**src/rtl/buttons_pkg.sv**
```systemverilog
// buttons_pkg: register offsets and bus mode encodings shared by the
// memory-mapped peripherals (buttons, leds).
package buttons_pkg;

  typedef enum logic [1:0] {
    REG_STATE = 2'd0,
    REG_PRESS = 2'd1,
    REG_MASK  = 2'd2,
    REG_RSVD  = 2'd3
  } reg_off_e;

  typedef enum logic [1:0] {
    MODE_NONE  = 2'b00,
    MODE_READ  = 2'b01,
    MODE_WRITE = 2'b10,
    MODE_RSVD  = 2'b11
  } bus_mode_e;

endpackage

```
**src/rtl/buttons_debounce.sv**
```systemverilog
// debounce: two-flop synchronizer plus mismatch counter for one raw input;
// rise_o pulses combinationally on the cycle the stable level goes 0->1.
module debounce #(
  parameter int DEBOUNCE_CYCLES = 50000
) (
  input  logic clk,
  input  logic reset,
  input  logic btn_i,
  output logic stable_o,
  output logic rise_o
);
  localparam int CW = $clog2(DEBOUNCE_CYCLES);

  logic [1:0]    sync_q;
  logic          stable_q, stable_d;
  logic [CW-1:0] cnt_q, cnt_d;
  logic          mismatch, done;

  // the last mismatch cycle commits the new level instead of counting further
  assign mismatch = sync_q[1] ^ stable_q;
  assign done     = mismatch && (cnt_q == CW'(DEBOUNCE_CYCLES - 1));
  assign stable_d = done ? sync_q[1] : stable_q;
  assign cnt_d    = (mismatch && !done) ? cnt_q + CW'(1) : '0;
  assign stable_o = stable_q;
  assign rise_o   = done & sync_q[1];

  always_ff @(posedge clk or negedge reset) begin
    if (!reset) begin
      sync_q   <= '0;
      stable_q <= 1'b0;
      cnt_q    <= '0;
    end else begin
      sync_q   <= {sync_q[0], btn_i};
      stable_q <= stable_d;
      cnt_q    <= cnt_d;
    end
  end
endmodule

```
**src/rtl/buttons.sv**
```systemverilog
// buttons: eight debounced inputs with STATE, W1C PRESS and MASK registers
// on the data bus, and a registered level interrupt.
module buttons
  import buttons_pkg::*;
#(
  parameter int DEBOUNCE_CYCLES = 50000
) (
  input  logic        clk,
  input  logic        reset,
  output logic [7:0]  data_bus_read,
  input  logic [7:0]  data_bus_write,
  input  logic [31:0] data_bus_addr,
  input  logic        data_bus_select,
  input  logic [1:0]  data_bus_mode,
  input  logic [7:0]  buttons_in,
  output logic        irq
);
  logic [7:0] stable, rise;
  logic [7:0] press_q, press_d, mask_q, mask_d;
  logic       irq_q, irq_d;
  logic       wr;
  logic [1:0] off;
  logic       unused_addr;

  for (genvar i = 0; i < 8; i++) begin : g_db
    debounce #(.DEBOUNCE_CYCLES(DEBOUNCE_CYCLES)) u_db (
      .clk      (clk),
      .reset    (reset),
      .btn_i    (buttons_in[i]),
      .stable_o (stable[i]),
      .rise_o   (rise[i])
    );
  end

  assign off         = data_bus_addr[1:0];
  assign unused_addr = ^data_bus_addr[31:2];
  assign wr          = data_bus_select && (data_bus_mode == MODE_WRITE);
  // OR-ing rise after the clear lets a fresh press win over a same-cycle W1C
  assign press_d = (press_q & ~((wr && off == REG_PRESS) ? data_bus_write : 8'h00)) | rise;
  assign mask_d  = (wr && off == REG_MASK) ? data_bus_write : mask_q;
  assign irq_d   = |(press_q & mask_q);
  assign irq     = irq_q;

  always_comb begin
    data_bus_read = (off == REG_STATE) ? stable :
                    (off == REG_PRESS) ? press_q :
                    (off == REG_MASK)  ? mask_q : 8'h00;
  end

  always_ff @(posedge clk or negedge reset) begin
    if (!reset) begin
      press_q <= '0;
      mask_q  <= '0;
      irq_q   <= 1'b0;
    end else begin
      press_q <= press_d;
      mask_q  <= mask_d;
      irq_q   <= irq_d;
    end
  end
endmodule

```
**config.mk**
```make
export PLATFORM = sky130hd
export DESIGN_NAME = buttons
export DESIGN_NICKNAME = d
export VERILOG_FILES = /design/src/rtl/buttons_pkg.sv /design/src/rtl/buttons_debounce.sv /design/src/rtl/buttons.sv
export SDC_FILE = /design/constraint.sdc
export NUM_CORES = 1
export LEC_CHECK = 0
export BUFFER_PORTS_ARGS = -buffer_cell sky130_fd_sc_hd__buf_2
export CAP_MARGIN = 20
export CORE_MARGIN = 1
export CORE_UTILIZATION = 50
export DETAILED_ROUTE_END_ITERATION = 16
export PLACE_DENSITY = 0.75
export SYNTH_ARGS = -nofsm -noshare
export SYNTH_HDL_FRONTEND = slang
export SYNTH_SLANG_ARGS = --single-unit
```
**constraint.sdc**
```tcl
create_clock -name clk -period 1.9 [get_ports clk]
set_input_delay 0.285 -clock clk [delete_from_list [all_inputs] [get_ports clk]]
set_output_delay 0.285 -clock clk [all_outputs]
set_load 0.005 [all_outputs]
```
==> key figures <==
Outcome
  • Result of the run: finished with violations
  • Failing checks: setup timing

Setup path
  • R2R Path End: g_db[7].u_db.stable_o
  • Worst endpoint required time: ~2200 ps
  • Type of the worst setup path: reg2reg
  • Crit path to: g_db[7].u_db.stable_o
  • Reg-to-reg slack, setup: -9 ps
  • Worst-path fanout max: 4
  • Worst Setup End Kind: register
  • Critical Path Start: g_db[7].u_db.cnt_q[10]
  • CP startpoint kind: register
  • FF-to-FF Start: g_db[7].u_db.cnt_q[10]
  • Cell count of the worst reg-to-reg path: 3
  • Crit path arrival time: roughly 2200 ps

Pwr
  • Pleak: about 4 nW
  • Cell Pwr Density: between 800 and 900 mW/mm²
  • Worst IR Drop VDD: approximately 730 µV

Yosys
  • Post-synth top area share: 0.535
  • Asr flop ratio synth: 1.00
  • Avg Inst Size Synth: 10.4 µm²
  • Synthesized flop and latch total: 169
  • Post-synth top flop: dfrtp_1
  • Ys Warns: 0
  • Distinct cell type count after synthesis: 44
  • Register area share after synthesis: 0.535
  • Post-Synthesis Cell Area: slightly below 0.008 mm²
  • Post-synth top area cell: dfrtp_1
  • Post-synthesis cell count: 762
  • Dominant cells by area after synthesis: dfrtp_1, xnor2_1, nor2_1
  • Post-synth EDFFs: 0
  • Syn_nets: 823

Hold path
  • HP Start: data_bus_write[2]
  • Hold crit path type: in2reg

Global route
  • First-pass GRT wire length: ~26,000 µm
  • GR Overflow Total: 0
  • Vias in the first global route: around 5,600
  • Tot GR Track Use: 0.206
  • Largest net degree at the start of global routing: 53
  • Antenna violations before repair: 1

Layout
  • Multi-input logic area: approximately 0.0035 mm²
  • Flip-flop and latch area: approximately 0.0042 mm²
  • Nets: between 900 and 1,000
  • Fill count: 1,275
  • Layout cell share with drive strength beyond 1: 0.150
  • Synth-to-layout area growth: 18.4%

Timing
  • Worst slew margin: 0.660
  • Setup Skew: approximately 5.8 ps
  • Fmax: between 500 and 600 MHz
  • RSZ-0062 raised after global routing: true
  • Fin. max-slew vios: 0
  • Fin crit share: 1.00
  • Setup violators final: 1
  • Fin crit period: 1910 ps
  • Hold_ws: about 110 ps
  • Final WS setup: -9.23 ps
  • Setup Total Neg Slack: -9.23 ps
  • Final Hold Fails: 0
  • Worst slew pin tran: 510 ps

Die
  • Die H: 128 µm
  • Cell Rows: 45
  • I/O pin total: 62
  • Core Area: roughly 0.015 mm²
  • Die width: roughly 130 µm
  • Die area: between 0.015 and 0.02 mm²
  • Initial Utilization: 0.516

Drt
  • 1st-iter DRT viols: between 200 and 300
  • Vias: about 5,700
  • # DRC: 0
  • ANT nets after route: 0
  • DR vias/cell: around 5.3
  • Routed WL: between 15,000 and 20,000 µm
  • Avg WL per Cell: 14.3 µm
  • DRT Pass-1 Iters: 5

Placed design
  • Routability cong.: roughly 0.81
  • Dpl ws: -2.53 ps
  • Post-DP HPWL: roughly 11,000 µm
  • I/O Buffers: 31

Clock network
  • Clk_lat worst skew: between 400 and 500 ps
  • Clock-pin slew on the worst setup and hold paths: 60 ps
  • Setup Buffers After CTS: 0
  • Max Root-Sink Buffers: 2
  • CTS Buf Count: 17
  • Root Buffer: clkbuf_16
  • CTS tree: done
  • Clk sinks: roughly 170
  • Number of H-tree levels: 4

Run
  • Max-Cap Viols: 0
==> registers in the layout, summed over array words and instances, names as in the netlist <==
| signal | cells |
|---|---|
| irq | 1 |
| press_q | 8 |
| g_db.u_db.stable_o | 8 |
| g_db.u_db.cnt_q | 128 |
| g_db.u_db.sync_q | 16 |
| mask_q | 8 |
==> cells in the final DEF (no fill, tap or decap), drive strengths merged, types with 2 or more instances in the layout <==
| cell | count |
|---|---|
| nor2b | 2 |
| and3 | 10 |
| o21ai | 8 |
| buf | 74 |
| nor3b | 6 |
| bufinv | 3 |
| mux2 | 16 |
| a21o | 4 |
| a22oi | 4 |
| a32o | 2 |
| nand4 | 33 |
| or4 | 2 |
| nand2 | 43 |
| nor4bb | 6 |
| inv | 29 |
| dfrtp | 169 |
| and4 | 2 |
| dlygate4sd3 | 9 |
| nor2 | 144 |
| or3 | 5 |
| mux2i | 8 |
| nor4b | 7 |
| o41ai | 3 |
| xor2 | 26 |
| clkinv | 3 |
| xnor2 | 93 |
| nor3 | 27 |
| nand3 | 50 |
| nor4 | 34 |
| clkbuf | 25 |
| ha | 8 |
==> synthesized netlist by cell type, types with 4 or more instances <==
cell type    n
o21ai_0      8
buf_2        5
mux2_2      15
nand2_1     42
inv_1       29
xor2_1      26
xnor2_1     93
nand4_1     33
dfrtp_1    169
or3_1        5
clkbuf_1     6
a21o_1       4
mux2i_1      8
nand3_1     50
nor2_1     144
nor3b_1      5
and3_1       9
a22oi_1      4
nor4b_1      7
nor3_1      27
nor4bb_1     6
nor4_1      34
ha_1         8
==> layout make-up <==
type | instances | share of cell area
Multi-Input combinational cell | 552 | 0.378
Inverter | 29 | 0.0116
Sequential cell | 169 | 0.452
Clock buffer | 25 | 0.0508
Tap cell | 211 | 0.0282
Clock inverter | 7 | 0.0124
Timing Repair Buffer | 83 | 0.0668
Antenna cell | 1 | 0.000268
==> routing by layer <==
layer | global-route usage | part of all wire
met1 | 0.281 | 0.47
met2 | 0.327 | 0.48
met5 | 0 | 0
met4 | 0.0734 | 0.014
met3 | 0.0459 | 0.034
==> logic make-up after synthesis <==
group                    synth area share
AND/OR/NAND/NOR                     0.236
flip-flops                          0.535
XOR/XNOR                            0.132
buffers and inverters              0.0212
AO/OA/AOI/OAI                      0.0298
multiplexers                       0.0334
adder cells (fa/ha/maj)            0.0127
==> per-stage QoR <==
step,area (µm²),power [mW],utilization,cells
detailed placement,8640,4.25,0.564,1035
CTS,9320,7.73,0.609,1076
floorplan,7900,4.03,-,762
global route,9350,7.96,0.611,1077
global placement,8640,4.24,0.564,1035
finish,9350,7.66,0.611,1077
==> worst min path at each step <==
stage | end | slack (ps) | cells after the start
floorplan | g_db[0].u_db.cnt_q[0] | -10 | 0
global placement | g_db[6].u_db.cnt_q[7] | 280 | 1
detailed placement | g_db[6].u_db.cnt_q[5] | 280 | 1
CTS | mask_q[2] | 90 | 2
global route | mask_q[2] | 100 | 2
finish | mask_q[2] | 110 | 2
==> worst max-delay path, stage by stage (launching register included) <==
cell     delay, ps
dfrtp_1        380
or4b_4         530
or4_4          580
mux2_4         310
==> report_power, final <==
group | switching (mW) | leakage (nW) | internal, mW
combinational | 0.221 | 1.35 | 0.177
clock | 1.32 | 0.285 | 2.14
sequential | 0.0965 | 2.29 | 3.71
==> timing repair <==
item / CTS / global route
resized for setup: 0 / 5
hold buffers: 9 / 0
endpoints found under the setup margin: 1 / 18
endpoints found under the hold margin: 54 / 0
(Power assumes the default switching activity.)
